## config.mk

```make
export PLATFORM = sky130hd
export DESIGN_NAME = muldiv_sequencer
export DESIGN_NICKNAME = d
export VERILOG_FILES = /design/src/rtl/muldiv_sequencer.sv
export SDC_FILE = /design/constraint.sdc
export NUM_CORES = 1
export LEC_CHECK = 0
export CORE_ASPECT_RATIO = 0.9
export CORE_MARGIN = 5
export CORE_UTILIZATION = 41
export CTS_BUF_LIST = sky130_fd_sc_hd__clkbuf_4
export DETAILED_ROUTE_END_ITERATION = 8
export HOLD_SLACK_MARGIN = 0.06
export PLACE_DENSITY = 0.88
export SLEW_MARGIN = 20
export SYNTH_ARGS = -nofsm -noshare
export SYNTH_HDL_FRONTEND = slang
export SYNTH_SLANG_ARGS = --single-unit
```

## constraint.sdc

```tcl
create_clock -name clk -period 3.56 [get_ports clk]
set_clock_uncertainty 0.1 [all_clocks]
set_input_delay 0.89 -clock clk [delete_from_list [all_inputs] [get_ports clk]]
set_output_delay 0.89 -clock clk [all_outputs]
set_load 0.005 [all_outputs]
```

## src/rtl/muldiv_sequencer.sv

```systemverilog
// muldiv_sequencer: hands multiply/divide requests from the control unit to
// the iterative mult/div units, stalls the control unit while a unit runs,
// and captures results into the architectural HI/LO registers. Divide-by-zero
// is caught before the divider is started; a unit that never answers within
// MAX_CYCLES run cycles raises a timeout exception. Every output is a flop.
module muldiv_sequencer #(
    parameter int MAX_CYCLES = 40,
    parameter int CNT_W      = 6
) (
    input  logic        clk,
    input  logic        reset,
    input  logic        multOp,
    input  logic        divOp,
    input  logic [31:0] divisor,
    input  logic        mult_done,
    input  logic        div_done,
    input  logic [31:0] mult_hi,
    input  logic [31:0] mult_lo,
    input  logic [31:0] div_hi,
    input  logic [31:0] div_lo,
    output logic        mult_start,
    output logic        div_start,
    output logic        busy,
    output logic [31:0] hi_out,
    output logic [31:0] lo_out,
    output logic        hilo_write,
    output logic        div_zero_exc,
    output logic        timeout_exc
);

    typedef enum logic [2:0] {
        IDLE     = 3'd0,
        MULT_RUN = 3'd1,
        DIV_RUN  = 3'd2,
        WRITE    = 3'd3,
        EXC      = 3'd4
    } state_t;

    // Last counter value at which a done is still accepted; one more cycle
    // without a done is a timeout.
    localparam logic [CNT_W-1:0] LAST_CNT = CNT_W'(MAX_CYCLES - 1);

    state_t           state_q, state_d;
    logic [CNT_W-1:0] cnt_q, cnt_d;
    logic [31:0]      hi_q, hi_d;
    logic [31:0]      lo_q, lo_d;
    logic             mult_start_q, mult_start_d;
    logic             div_start_q, div_start_d;
    logic             busy_q, busy_d;
    logic             hilo_write_q, hilo_write_d;
    logic             div_zero_exc_q, div_zero_exc_d;
    logic             timeout_exc_q, timeout_exc_d;

    // Done/result of whichever unit is currently running. The start-pulse
    // cycle masks done so a stale pulse from a previous op cannot complete
    // the new one; the other unit's done is never looked at.
    logic        run_done;
    logic [31:0] run_hi;
    logic [31:0] run_lo;

    // Select the running unit's completion and result buses
    always_comb begin
        run_done = 1'b0;
        run_hi   = mult_hi;
        run_lo   = mult_lo;
        if (state_q == DIV_RUN) begin
            run_done = div_done && !div_start_q;
            run_hi   = div_hi;
            run_lo   = div_lo;
        end else if (state_q == MULT_RUN) begin
            run_done = mult_done && !mult_start_q;
        end
    end

    // Next-state, counter, HI/LO and output-pulse decode
    always_comb begin
        state_d        = state_q;
        cnt_d          = cnt_q;
        hi_d           = hi_q;
        lo_d           = lo_q;
        mult_start_d   = 1'b0;
        div_start_d    = 1'b0;
        hilo_write_d   = 1'b0;
        div_zero_exc_d = 1'b0;
        timeout_exc_d  = 1'b0;

        case (state_q)
            IDLE: begin
                // Multiply wins when both requests are up.
                if (multOp) begin
                    state_d      = MULT_RUN;
                    cnt_d        = '0;
                    mult_start_d = 1'b1;
                end else if (divOp) begin
                    if (divisor == 32'h0) begin
                        state_d        = EXC;
                        div_zero_exc_d = 1'b1;
                    end else begin
                        state_d     = DIV_RUN;
                        cnt_d       = '0;
                        div_start_d = 1'b1;
                    end
                end
            end

            MULT_RUN, DIV_RUN: begin
                cnt_d = cnt_q + 1'b1;
                // A done on the last allowed cycle still beats the timeout.
                if (run_done) begin
                    state_d      = WRITE;
                    hilo_write_d = 1'b1;
                    hi_d         = run_hi;
                    lo_d         = run_lo;
                end else if (cnt_q == LAST_CNT) begin
                    state_d       = EXC;
                    timeout_exc_d = 1'b1;
                end
            end

            WRITE, EXC: state_d = IDLE;

            default: state_d = IDLE;
        endcase
    end

    // busy follows the registered state so it rises the cycle after accept
    // and stays up through WRITE/EXC.
    assign busy_d = (state_d != IDLE);

    // State, counter, HI/LO and registered outputs; reset overrides all
    always_ff @(posedge clk) begin
        if (reset) begin
            state_q        <= IDLE;
            cnt_q          <= '0;
            hi_q           <= 32'h0;
            lo_q           <= 32'h0;
            mult_start_q   <= 1'b0;
            div_start_q    <= 1'b0;
            busy_q         <= 1'b0;
            hilo_write_q   <= 1'b0;
            div_zero_exc_q <= 1'b0;
            timeout_exc_q  <= 1'b0;
        end else begin
            state_q        <= state_d;
            cnt_q          <= cnt_d;
            hi_q           <= hi_d;
            lo_q           <= lo_d;
            mult_start_q   <= mult_start_d;
            div_start_q    <= div_start_d;
            busy_q         <= busy_d;
            hilo_write_q   <= hilo_write_d;
            div_zero_exc_q <= div_zero_exc_d;
            timeout_exc_q  <= timeout_exc_d;
        end
    end

    assign mult_start   = mult_start_q;
    assign div_start    = div_start_q;
    assign busy         = busy_q;
    assign hi_out       = hi_q;
    assign lo_out       = lo_q;
    assign hilo_write   = hilo_write_q;
    assign div_zero_exc = div_zero_exc_q;
    assign timeout_exc  = timeout_exc_q;

endmodule
```

==> impl_metrics.ini <==
[run_status]
status = finished clean

[floorplanning]
design.die.area_mm2 = 0.0115
ios = 236
core.rowCount = 33
core_area_mm2 = 0.00917
fp.dieH_um = 102
dieWidth_um = 112
initial_core_util = 0.421

[grt]
antenna_found_initial = 0
grt_max_degree = 73
grt_pass1_wl_um = 18600
track_usage = 0.203
grt_pass1_vias = 3836
grt_overflow_total = 0

[setup_path]
critPathCaptureType = register
crit_path_start_kind = input port
r2r_cells = 6
rrSetupSlack_ns = 1.50
reg2reg_from = state_q[1]$_SDFF_PP0_
reg2reg_to = hi_out[23]$_SDFFE_PP0P_
crit_fanout = 72
required_ns = 3.79
worst-endpoint-arrival_ns = 2.76
worstSetupPathType = in -> reg

[synthesis]
netlist_instances = 366
synth-edff-count = 0
ys_seq_area_frac = 0.409
ys_types = 39
syn_avg_cell_area_um2 = 10.6
syn-num-nets = 533
ys_ff_latch = 79
synth_top_area_frac = 0.409
yosysTopAreaCell = dfxtp_1
syn_area_mm2 = 0.00386
yosys_most_used_dff = dfxtp_1
ys_warn_count = 0
async_reset_ff_frac = 0
synth_area_leaders = dfxtp_1 41%, a211oi_2 18%, mux2i_1 17%

[cells_and_area]
drive_gt1_frac = 0.145
finalNetCount = 755
syn2layout_area_growth_pct = 65.4
nFillCells = 705
diodes = 0

[timing]
setup_viol = 0
clock.fmax_mhz = 396
tns_ns = 0
min_period_ns = 2.53
finalMaxSlewViolations = 0
final_hold_viol_count = 0
rsz0062_at_grt = false
worst_pin_slew_ns = 0.575
hold_slack_ns = 0.406
relSlewSlack = 0.617
fin_crit_sh = 0.710

[cts]
clock_latency_ns = 0.40
cts_max_path_buffers = 2
cts_buffers = 9
h-tree-depth = 3
cts_resized = 0
cts_tree = yes
cts_root_buffer = clkbuf_4
post_cts_buffers = 0
clkTransAtPathRegs_ns = 0.12
cts_hold_buf = 0
clock-sinks = 79

[detailed_routing]
wire_per_inst_um = 17.0
postRouteAntennaNets = 0
drc = 0
vias = 3643
drt_iter0_drc = 73
dr.pass1.iters = 4
wl_um = 12200
post_drt_via_cell_ratio = 5.10

[place]
hpwl_um = 9780
port-buffer-count = 235
routabilityCongestion = 0.794

[power_and_ir_drop]
ir_drop_mv = 0.219
combPwrFrac = 0.363
p_int_uw = 1840
p_seq_frac = 0.408
clkPwrFrac = 0.229
p_switching_uw = 765
p_sw_frac = 0.293
power_density_mw_per_mm2 = 408
p_leak_uw = 0.00210

[hold_path]
min_from = lo_out[26]$_SDFFE_PP0P_
hold_path_class = reg -> reg
worstHoldEndpoint = lo_out[26]$_SDFFE_PP0P_
whs_path_depth = 2

[run]
drv_cap = 0
-- cells in the mapped netlist, drive strengths merged, types with 3 or more instances --
library cell,instances
a211oi,65
a21oi,6
buf,22
clkbuf,8
dfxtp,79
mux2i,64
nand2,4
nand4,3
nor2,74
nor3b,3
nor4,9
xnor2,4
-- worst max-delay path, cell delays in order --
cell and delay (ns):
clkdlybuf4s50_1 0.46, nor4bb_1 0.37, a21oi_2 0.09, nor2_4 0.25, buf_12 0.36, nor2_1 0.10
a211oi_2 0.20
-- power by group through the flow --
stage	logic, uW	clock network (uW)	registers (uW)
finish	947	596	1060
global route	1020	652	1080
CTS	959	614	1070
detailed placement	956	0	1080
global placement	923	0	1080
floorplan	492	0	1090
-- layout make-up --
type                            instances  area (um^2)  share of cell area
Clock buffer                           11         82.6              0.0129
Timing Repair Buffer                  241         2420               0.379
Tap cell                              122          153              0.0239
Clock inverter                          5         72.6              0.0114
Multi-Input combinational cell        256         2070               0.325
Inverter                                1         3.75            0.000588
Sequential cell                        79         1580               0.248
-- routing by layer --
metal	share of wire	GRT usage
met1	0.37	0.200
met2	0.51	0.386
met3	0.097	0.0787
met4	0.025	0.0832
met5	0	0
-- registers in the layout (all words and copies together) (netlist names) --
| register | cells |
|---|---|
| lo_out | 32 |
| div_start | 1 |
| busy | 1 |
| div_zero_exc | 1 |
| mult_start | 1 |
| hilo_write | 1 |
| timeout_exc | 1 |
| hi_out | 32 |
| state_q | 3 |
| cnt_q | 6 |
-- how the worst max path moves through the flow --
stage	slack [ns]	endpoint	from	cells past startpoint
after floorplan	1.38	cnt_q[1]$_SDFFE_PP0P_	divisor[24]	6
after global placement	0.74	cnt_q[1]$_SDFFE_PP0P_	divisor[20]	7
after detailed placement	0.61	hi_out[5]$_SDFFE_PP0P_	div_done	7
after CTS	1.05	hi_out[5]$_SDFFE_PP0P_	div_done	7
after global routing	0.96	hi_out[11]$_SDFFE_PP0P_	div_done	7
final	1.03	hi_out[23]$_SDFFE_PP0P_	div_done	7
-- layout by cell type, fill, tap and decap left out, drive strengths merged, types with 3 or more instances in the layout --
master	count
clkdlybuf4s50	234
dfxtp	79
nor2	74
a211oi	65
mux2i	64
clkbuf	11
nor4	9
buf	7
a21oi	6
nand2	4
xnor2	4
nand4	3
nor3b	3
clkinv	3
-- kinds of logic (layout without fill, tap and decap cells) --
logic type	after synthesis	in the layout	share of synthesized area
buffers and inverters	31	258	0.0547
DFF	79	79	0.409
xor gates and xnor gates	4	4	0.00907
and+or+nand+nor	107	107	0.129
muxes	64	64	0.166
adders and majority gates	1	1	0.00324
AOI/OAI and AO/OA	80	80	0.229
-- metrics by stage --
step           instances  instance area (um^2)  setup WS (ns)  utilization  power [uW]
6_report             715                  6390           1.03        0.697        2610
5_1_grt              715                  6390          0.956        0.697        2760
4_1_cts              715                  6390           1.05        0.697        2640
3_5_place_dp         699                  6230          0.615        0.680        2040
3_3_place_gp         699                  6230          0.741        0.680        2000
2_1_floorplan        366                  3860           1.38            -        1580
Note: power is estimated with default switching activity, not from simulation.
